### src/rtl/cpu_ctrl_pkg.sv
// Shared control-unit definitions: sequence-counter state indices, opcodes,
// and the bundled datapath control word.
package cpu_ctrl_pkg;

   localparam int STATE_W = 4;

   localparam logic [3:0] FETCH1 = 4'd0;
   localparam logic [3:0] FETCH2 = 4'd1;
   localparam logic [3:0] FETCH3 = 4'd2;
   localparam logic [3:0] ADD1   = 4'd3;
   localparam logic [3:0] ADD2   = 4'd4;
   localparam logic [3:0] AND1   = 4'd5;
   localparam logic [3:0] AND2   = 4'd6;
   localparam logic [3:0] JMP1   = 4'd7;
   localparam logic [3:0] INC1   = 4'd8;

   localparam logic [1:0] OP_ADD = 2'b00;
   localparam logic [1:0] OP_AND = 2'b01;
   localparam logic [1:0] OP_JMP = 2'b10;
   localparam logic [1:0] OP_INC = 2'b11;

   typedef struct packed {
      logic mem_rd;
      logic ar_ld;
      logic ar_sel;
      logic pc_ld;
      logic pc_inc;
      logic dr_ld;
      logic ir_ld;
      logic ac_ld;
      logic ac_inc;
      logic alu_sel;
      logic seq_load;
      logic seq_inc;
      logic seq_clr;
   } ctrl_word_t;

   localparam ctrl_word_t CTRL_IDLE = '0;

   // Opcode to first execute state, used by the sequence counter's load path.
   function automatic logic [3:0] op_to_state(input logic [1:0] op);
      logic [3:0] r_s;
      case (op)
         OP_ADD:  r_s = ADD1;
         OP_AND:  r_s = AND1;
         OP_JMP:  r_s = JMP1;
         default: r_s = INC1;
      endcase
      return r_s;
   endfunction

endpackage

### src/rtl/mem_wait_timer.sv
// Counts consecutive cycles a memory read waits for ack; pulses o_timeout
// when the count has reached MEM_TIMEOUT and the read is still waiting.
module mem_wait_timer #(
   parameter int TO_BITS     = 4,
   parameter int MEM_TIMEOUT = 12
) (
   input  logic               clk,
   input  logic               rst,
   input  logic               i_wait,
   output logic               o_timeout,
   output logic [TO_BITS-1:0] o_count
);

   logic [TO_BITS-1:0] r_cnt;

   assign o_timeout = i_wait && (r_cnt == TO_BITS'(MEM_TIMEOUT));
   assign o_count   = r_cnt;

   // Clearing on the timeout edge leaves the counter at 0 once the fault is set.
   always_ff @(posedge clk) begin
      if (rst || !i_wait || o_timeout) begin
         r_cnt <= '0;
      end else if (r_cnt != '1) begin
         r_cnt <= r_cnt + 1'b1;
      end
   end

endmodule

### src/rtl/cu_state_decoder.sv
// Control-unit decoder: turns the sequence-counter state into datapath and
// counter strobes, with memory-wait timeout, sticky fault and retire count.
module cu_state_decoder
   import cpu_ctrl_pkg::*;
#(
   parameter int N           = 4,
   parameter int TO_BITS     = 4,
   parameter int MEM_TIMEOUT = 12,
   parameter int ICNT_BITS   = 16
) (
   input  logic                 clk,
   input  logic                 rst,
   input  logic [N-1:0]         state,
   input  logic                 run,
   input  logic                 mem_ack,
   output logic                 mem_rd,
   output logic                 ar_ld,
   output logic                 ar_sel,
   output logic                 pc_ld,
   output logic                 pc_inc,
   output logic                 dr_ld,
   output logic                 ir_ld,
   output logic                 ac_ld,
   output logic                 ac_inc,
   output logic                 alu_sel,
   output logic                 seq_load,
   output logic                 seq_inc,
   output logic                 seq_clr,
   output logic                 fault,
   output logic [ICNT_BITS-1:0] instr_count,
   output logic [TO_BITS-1:0]   wait_cnt
);

   ctrl_word_t             w_cw;
   logic                   w_illegal;
   logic                   w_wait;
   logic                   w_timeout;
   logic                   r_fault;
   logic [ICNT_BITS-1:0]   r_icnt;

   // Memory states hold mem_rd until ack; the ack cycle alone advances.
   always_comb begin
      w_cw      = CTRL_IDLE;
      w_illegal = 1'b0;
      if (run && !r_fault) begin
         case (state)
            N'(FETCH1): begin
               w_cw.ar_ld   = 1'b1;
               w_cw.seq_inc = 1'b1;
            end
            N'(FETCH2): begin
               w_cw.mem_rd = 1'b1;
               if (mem_ack) begin
                  w_cw.dr_ld   = 1'b1;
                  w_cw.pc_inc  = 1'b1;
                  w_cw.seq_inc = 1'b1;
               end
            end
            N'(FETCH3): begin
               w_cw.ir_ld    = 1'b1;
               w_cw.ar_ld    = 1'b1;
               w_cw.ar_sel   = 1'b1;
               w_cw.seq_load = 1'b1;
            end
            N'(ADD1), N'(AND1): begin
               w_cw.mem_rd = 1'b1;
               if (mem_ack) begin
                  w_cw.dr_ld   = 1'b1;
                  w_cw.seq_inc = 1'b1;
               end
            end
            N'(ADD2): begin
               w_cw.ac_ld   = 1'b1;
               w_cw.seq_clr = 1'b1;
            end
            N'(AND2): begin
               w_cw.ac_ld   = 1'b1;
               w_cw.alu_sel = 1'b1;
               w_cw.seq_clr = 1'b1;
            end
            N'(JMP1): begin
               w_cw.pc_ld   = 1'b1;
               w_cw.seq_clr = 1'b1;
            end
            N'(INC1): begin
               w_cw.ac_inc  = 1'b1;
               w_cw.seq_clr = 1'b1;
            end
            default: w_illegal = 1'b1;
         endcase
      end
   end

   assign w_wait = w_cw.mem_rd && !mem_ack;

   mem_wait_timer #(
      .TO_BITS     (TO_BITS),
      .MEM_TIMEOUT (MEM_TIMEOUT)
   ) u_timer (
      .clk       (clk),
      .rst       (rst),
      .i_wait    (w_wait),
      .o_timeout (w_timeout),
      .o_count   (wait_cnt)
   );

   always_ff @(posedge clk) begin
      if (rst) begin
         r_fault <= 1'b0;
      end else if (w_timeout || w_illegal) begin
         r_fault <= 1'b1;
      end
   end

   always_ff @(posedge clk) begin
      if (rst) begin
         r_icnt <= '0;
      end else if (w_cw.seq_clr) begin
         r_icnt <= r_icnt + 1'b1;
      end
   end

   assign mem_rd      = w_cw.mem_rd;
   assign ar_ld       = w_cw.ar_ld;
   assign ar_sel      = w_cw.ar_sel;
   assign pc_ld       = w_cw.pc_ld;
   assign pc_inc      = w_cw.pc_inc;
   assign dr_ld       = w_cw.dr_ld;
   assign ir_ld       = w_cw.ir_ld;
   assign ac_ld       = w_cw.ac_ld;
   assign ac_inc      = w_cw.ac_inc;
   assign alu_sel     = w_cw.alu_sel;
   assign seq_load    = w_cw.seq_load;
   assign seq_inc     = w_cw.seq_inc;
   assign seq_clr     = w_cw.seq_clr;
   assign fault       = r_fault;
   assign instr_count = r_icnt;

endmodule
### config.mk
export PLATFORM = sky130hd
export DESIGN_NAME = cu_state_decoder
export DESIGN_NICKNAME = d
export VERILOG_FILES = /design/src/rtl/cpu_ctrl_pkg.sv /design/src/rtl/mem_wait_timer.sv /design/src/rtl/cu_state_decoder.sv
export SDC_FILE = /design/constraint.sdc
export NUM_CORES = 1
export LEC_CHECK = 0
export BUFFER_PORTS_ARGS = -buffer_cell sky130_fd_sc_hd__buf_4
export CAP_MARGIN = 5
export CORE_ASPECT_RATIO = 1.1
export CORE_UTILIZATION = 44
export CTS_CLUSTER_SIZE = 28
export DETAILED_ROUTE_END_ITERATION = 10
export PLACE_DENSITY = 0.74
export SLEW_MARGIN = 20
export SYNTH_ARGS = -nofsm -noshare
export SYNTH_HDL_FRONTEND = slang
export SYNTH_SLANG_ARGS = --single-unit
### constraint.sdc
create_clock -name clk -period 1.7 [get_ports clk]
set_input_delay 0.17 -clock clk [delete_from_list [all_inputs] [get_ports clk]]
set_output_delay 0.17 -clock clk [all_outputs]
set_load 0.02 [all_outputs]
## Word level (Yosys, flattened, before mapping)

Cells that the tools add are included.

- Logic and storage cells: 47
- Output and inout bits: 34
- Register bits after elaboration: 21
- Input bits: 8

- Muxes and demuxes: 16
- $add $sub $neg: 2
- Equal/unequal tests: 10
- Reduce and logical (&&, ||, !) cells: 16

Operators by type and width:

| operator | count |
|---|---|
| adder 16 x 1 -> 16 bit, second input constant | 1 |
| equality test 4 x 3 -> 1 bit, second input constant | 4 |
| two-way mux 13 bit | 1 |
| two-way mux 1 bit | 12 |
| OR reduction 9 bit | 1 |
| equality test 4 x 2 -> 1 bit, second input constant | 2 |
| equality test 4 bit, second input constant | 2 |
| OR reduction 2 bit | 3 |
| adder 4 x 1 -> 4 bit, second input constant | 1 |
| equality test 4 x 1 -> 1 bit, second input constant | 1 |
| zero test 4 bit | 1 |
| inequality test 4 bit, second input constant | 1 |
| case mux 1 bit (2 select lines) | 2 |
| OR reduction 4 bit | 1 |
| logical AND 1 bit | 3 |
| zero test 1 bit | 3 |
| logical OR 1 bit | 3 |
| OR reduction 3 bit | 1 |
| two-way mux 2 bit | 1 |

## Depth between registers and ports, before layout

Gate-level depths: netlist of the first run.

- Depth after elaboration: 8
- Mapped depth: 8
- Depth with buffers taken out: 5

## Cells and area by module

Synthesis of the first run repeated with hierarchy kept, for this count alone.

- Cells, all modules: 152
- Area total of the unflattened synthesis: 1244.9 um^2

By module, submodules not included:

| module | sequential area each (um^2) | cells each | area an instance (um^2) | times used |
|---|---|---|---|---|
| cu_state_decoder | 340.3 | 127 | 1028.5 | 1 |
| mem_wait_timer | 80.1 | 25 | 216.5 | 1 |

## Least setup slack after synthesis of the first run

Ideal clock, no wire load.

- Kind: register -> output
- Start point: reg r_fault, in the netlist fault
- End point: out alu_sel
- Path buffers: 1
- Required time: 1.530 ns
- Cell stages (with the launch flop): 5
- Slack: -0.256 ns
- Arrival: 1.786 ns
- Cells stage by stage: dfxtp_1 nand2b_1 clkbuf_1 nor4_1 and2_1

- Longest elaborated chain between the ends: 3

Ends and longest elaborated chain:

| what | RTL line | source |
|---|---|---|
| from (decl) | cu_state_decoder.sv:38 | `logic r_fault;` |
| from (signal assigned) | cu_state_decoder.sv:109 | `r_fault <= 1'b0;` |
| from (signal assigned) | cu_state_decoder.sv:111 | `r_fault <= 1'b1;` |
| zero test 1 bit | cu_state_decoder.sv:45 | `if (run && !r_fault) begin` |
| logical AND 1 bit | cu_state_decoder.sv:45 |  |
| two-way mux 13 bit | cu_state_decoder.sv:45 |  |
| to (decl) | cu_state_decoder.sv:25 | `output logic alu_sel,` |

Every way passes these cells.

## Worst setup path after layout of the first run

Same ends and word-level chain as after synthesis.

==> results of run 1 <==
-- power by group through the flow --
stage / Sequential (mW) / Clock (mW) / Combinational [mW]
floorplan: 0.515 / 0 / 0.0801
global placement: 0.510 / 0 / 0.140
detailed placement: 0.510 / 0 / 0.144
CTS: 0.499 / 0.247 / 0.146
global route: 0.500 / 0.268 / 0.168
finish: 0.499 / 0.245 / 0.156
-- registers in the layout (all words and copies together) (netlist names) --
name,count
instr_count,16
u_timer.o_count,4
fault,1
-- timing repair --
action,4_1_cts,5_1_grt
pin swaps,0,2
gates resized for setup,3,9
gates cloned,0,0
hold buffers,0,0
setup endpoints to repair,7,13
-- logic make-up after synthesis --
| kind of cell | count (synthesis) |
|---|---|
| XOR/XNOR | 1 |
| flip-flops | 21 |
| multiplexers | 6 |
| buffers and inverters | 18 |
| AND/OR/NAND/NOR | 75 |
| AO/OA/AOI/OAI | 28 |
| adder cells (fa/ha/maj) | 3 |
-- layer usage --
metal	global-route usage	routed length (µm)	share of wire
met5	0	0	0
met3	0.0472	182	0.055
met2	0.425	1740	0.52
met1	0.276	1380	0.42
met4	0.0639	14	0.0042
-- worst min-delay path, cell delays in order --
cell     delay (ps)
buf_4           100
or3_1           100
a21oi_1          50
-- worst paths after layout --
path                                      start  slack [ps]              end
worst min-delay path                    mem_ack         150            fault
worst max-delay path                      fault          60          alu_sel
worst max register to register   instr_count[9]          90  instr_count[15]
worst min register to register  instr_count[10]         510  instr_count[10]
-- cell usage in the layout (no fill, tap or decap), types with 2 or more instances in the layout --
master,netlist,routed
a31oi_1,2,2
or4b_4,1,2
nor3_1,5,3
and4_1,2,2
and2_1,3,3
inv_1,7,7
dfxtp_1,21,19
nand4_1,5,5
dfxtp_2,0,2
clkbuf_4,0,3
o31ai_1,8,8
o21ai_0,3,3
nand3_1,7,7
nor2b_1,7,6
or4_1,8,8
nor2_1,12,11
or3_1,4,4
nand2_1,10,10
ha_1,3,3
mux2_2,5,5
buf_4,2,66
a21oi_1,12,12
nor4_2,1,4
-- stage by stage --
| stage | hold WS [ps] | utilization | setup slack [ps] | power [mW] |
|---|---|---|---|---|
| after floorplan | 352 | - | -107 | 0.595 |
| after global placement | 466 | 0.664 | -154 | 0.650 |
| after detailed placement | 478 | 0.664 | -211 | 0.654 |
| after CTS | 143 | 0.680 | -29.2 | 0.893 |
| after global routing | 153 | 0.697 | -2.23 | 0.936 |
| final | 153 | 0.697 | 62.0 | 0.901 |
-- area by class of cell --
class	count	area (µm²)	share of cell area
tap	31	38.8	0.0215
timing repair buffer	66	495	0.274
inverter	7	26.3	0.0145
sequential	21	423	0.234
multi-input combinational	113	797	0.441
clock buffer	4	26.3	0.0145
==> metrics.yaml, run 1 <==
status: "completed"
cp.depth: 5
drc: 0
critPathMostFrequentCell: "buf_4"
htreeDepth: 1
die-height_um: 57.7
area.growth.synth_to_final_pct: 45.7
muxShareOfSynthArea: 0.0535
insertion_delay_ps: 300
synthTopCellsByCount: "21 x dfxtp_1, 12 x a21oi_1, 12 x nor2_1, 10 x nand2_1"
seqPwrFrac: 0.554
drt_iter0_drc: 21
die_w_um: 52.6
critPathCaptureType: "output port"
tns_ps: 0
portBuffers: 41
cts_buffers: 3
power.internal_mw: 0.657
ys_top_cells_by_area: "dfxtp_1 34%, a21oi_1 4.8%, o31ai_1 4.8%"
cts_setup_buffers: 0
drt_pass1_iterations: 4
r2r_cells: 4
max_freq_mhz: 610
cp_data_arrival_time_ps: 1470
setup_viol: 0
ir_worst_vdd_mv: 0.438
viasPerCell: 5.71
final_cells: 242
comb_power_share: 0.173
clockPowerShare: 0.272
place_congestion: 0.743
num_io_pins: 42
syn_avg_cell_area_um2: 8.16
drv_cap: 0
synth_edf_count: 0
max_stage_delay_ps: 360
syn_area_mm2: 0.00124
yosysTopAreaCellShare: 0.339
overflow: 0
worstPathRequired_ps: 1530
clock-sinks: 21
yosysMostFrequentCell: "dfxtp_1"
synth-xor-area-share: 0.00706
hold_class: "input port to flop"
num-nets-final: 223
synth_warnings: 0
power_switching_mw: 0.244
cp_max_fo: 9
post-route-period-util: 0.964
design_area_mm2: 0.00181
ant_nets: 0
start_util: 0.479
nFillCells: 201
worstSetupPathType: "flop to output port"
final_hold_viol_count: 0
design.die.area_mm2: 0.00303
grt_max_degree: 24
antenna_cells: 0
power_density_mw_per_mm2: 498
synth_ff_type: "dfxtp_1"
finClkSkew_ps: 1.11
rows: 19
dp_hpwl_um: 2450
hold_depth: 3
drive_gt1_frac: 0.422
slew_violations: 0
grt_usage: 0.235
tightest_slew_ps: 271
swShare: 0.271
dp_cells: 238
yosysSeqAreaShare: 0.339
yosys.area_share.simple: 0.353
place_area_mm2: 0.00172
core_mm2: 0.00259
grt_pass1_vias: 1275
ys_ff_latch: 21
grt_antenna_before_repair: 0
p_leak_nw: 0.743
synth-async-reset-ratio: 0
drt_wl_total_um: 3310
synth_cell_types: 35
clk_pin_slew_ps: 120
cts_root_buf: "clkbuf_4"
critPathBufInv: 2
synth_compound_area_frac: 0.137
synthAdderAreaFrac: 0.0303
synth_top_area_cell: "dfxtp_1"
path_cells: "buf_4, nand2b_4, nor4_4, and2_1, buf_4"
synthCells: 152
cts_tree: "yes"
wl_per_cell_um: 13.7
fin_crit_ps: 1640
slew_headroom: 0.818
synth_top_family_by_area: "simple AND/OR/NAND/NOR gates"
worst_path_max_delay_cell: "dfxtp_1"
vias: 1381
clockBufferDepth: 2
grt_pass1_wl_um: 5490
setup.worst_path.start_class: "flop"
syn-num-nets: 163
crit_family: "simple AND/OR/NAND/NOR gates"
rsz0062_at_grt: "true"
No activity file was read; power rests on OpenSTA's default activity.
==> run 2: changes to the inputs <==
--- a/config.mk
+++ b/config.mk
@@ -7,11 +7,13 @@
 export LEC_CHECK = 0
 export BUFFER_PORTS_ARGS = -buffer_cell sky130_fd_sc_hd__buf_4
 export CAP_MARGIN = 5
+export CELL_PAD_IN_SITES_DETAIL_PLACEMENT = 0
+export CELL_PAD_IN_SITES_GLOBAL_PLACEMENT = 1
 export CORE_ASPECT_RATIO = 1.1
-export CORE_UTILIZATION = 44
+export CORE_UTILIZATION = 32
 export CTS_CLUSTER_SIZE = 28
 export DETAILED_ROUTE_END_ITERATION = 10
-export PLACE_DENSITY = 0.74
+export PLACE_DENSITY_LB_ADDON = 0.1
 export SLEW_MARGIN = 20
 export SYNTH_ARGS = -nofsm -noshare
 export SYNTH_HDL_FRONTEND = slang
==> run 2 against run 1 <==
  * Final cell count is 7.0% higher
  * Die area is 36% higher
  * Wire length is 4.4% lower
  * Clock skew is 2.3 ps higher
  * Sequential cell count stayed put
  * Critical path depth is 2 higher
  * Register-to-register slack better by 30 ps
  * Clock power is 36% higher
  * Non-clock buffer count is 2 lower
  * Utilization is 20 points lower
  * Hold slack better by 65 ps
==> metrics.yaml, run 2 (synthesis gave the netlist of run 1 again) <==
cp.depth: 7
grt_max_degree: 24
tightest_slew_ps: 274
r2r_end: "instr_count[14]"
final_common_cell: "buf_4"
place_congestion: 0.785
r2r_slack_ps: 120
clockBufferDepth: 2
critPathCaptureType: "output port"
critPathCapture: "seq_clr"
htreeDepth: 1
cts_tree: "yes"
design.die.area_mm2: 0.00413
num-nets-final: 221
drt_pass1_iterations: 4
finClkSkew_ps: 3.40
largest_reg_flops: 16
portBuffers: 41
tns_ps: 0
status: "completed"
cp_data_arrival_time_ps: 1490
core_mm2: 0.00368
timing.rr.start: "fault"
p_leak_nw: 0.738
max_stage_delay_ps: 530
setup_viol: 0
final_cell_mix: "63 x buf_4, 20 x dfxtp_1, 12 x a21oi_1, 11 x nor2_1, 10 x nand2_1"
worst_path_max_delay_cell: "or4b_4"
area.growth.synth_to_final_pct: 46.8
ant_nets: 0
path_cells: "buf_4, or4b_4, o31a_1, buf_12, buf_4, nor2_4, buf_4"
drt_iter0_drc: 59
drc: 0
hold_class: "input port to flop"
num_io_pins: 42
clk_pin_slew_ps: 80
worstPathRequired_ps: 1530
vias: 1327
cp_max_fo: 20
grt_usage: 0.164
fin_crit_ps: 1660
ctsHoldBuffers: 0
worstSetupPathType: "input port to output port"
cts_buffers: 3
ir_worst_vdd_mv: 0.330
die_w_um: 61.4
setup_ws_ps: 40.5
max_freq_mhz: 603
insertion_delay_ps: 260
r2r_cells: 5
die-height_um: 67.3
power_density_mw_per_mm2: 537
grt_pass1_vias: 1202
setup.worst_path.start_class: "input port"
critPathBufInv: 4
rows: 23
grt_pass1_wl_um: 5080
slew_violations: 0
final_hold_viol_count: 0
start_util: 0.337
design_area_mm2: 0.00182
min-delay-start: "mem_ack"
clock-sinks: 21
rsz0062_at_grt: "false"
viasPerCell: 5.12
critPathMostFrequentCell: "buf_4"
place_area_mm2: 0.00174
overflow: 0
dp_hpwl_um: 2420
drt_wl_total_um: 3170
drive_gt1_frac: 0.402
wl_per_cell_um: 12.2
post-route-period-util: 0.976
antenna_cells: 0
slew_headroom: 0.816
whs_ps: 219
startpoint: "state[1]"
grt_antenna_before_repair: 0
pre_cts_ws_ps: -241
cts_root_buf: "clkbuf_8"
crit_family: "simple AND/OR/NAND/NOR gates"
post-route-util: 0.494
drv_cap: 0
## run 2: cell count changes in the layout (fill, tap and decap cells not counted), sizes merged
cell,before,now
buf,66,64
## run 2: report_power, final
part           switching, mW  leakage (nW)  total (mW)  internal [mW]
Combinational         0.0801         0.545       0.146         0.0659
Sequential           0.00411         0.170       0.499          0.495
Clock                  0.165        0.0228       0.332          0.167
## run 2: cell type report
type                    count  area, µm²
clock buffers               4       45.0
multi-input cells         113        772
repair buffers             64        493
well taps                  50       62.6
fillers                   382       1860
inverters                   7       26.3
flip-flops and latches     21        422
## run 2: metal layers
metal,global-route usage,up-vias,part of all wire
met1,0.187,617,0.45
met2,0.291,31,0.50
li1,-,675,-
met4,0.0667,0,0.014
met3,0.0364,4,0.044
met5,0,-,0
## run 2: worst min path at each step
stage	to	slack (ps)	cells after the start
after CTS	u_timer.o_count[0]	210	3
final	u_timer.o_count[0]	220	3
after global placement	instr_count[10]	490	2
after global routing	fault	230	3
after detailed placement	fault	490	3
after floorplan	fault	350	2
## run 2: stage by stage
stage,total power [mW],std cells
after global placement,0.650,254
after floorplan,0.595,152
final,0.977,259
after CTS,0.990,258
after global routing,1.03,259
after detailed placement,0.654,254
## run 2: tightest hold or removal path, cell delays in order
cell    delay (ps)
buf_4          100
or4b_4         140
nor2_1          40
## run 2: repair_timing
action	in CTS	in global routing
setup buffers	0	1
setup endpoints to repair	4	12
pin swaps	0	2
gates resized for setup	2	5
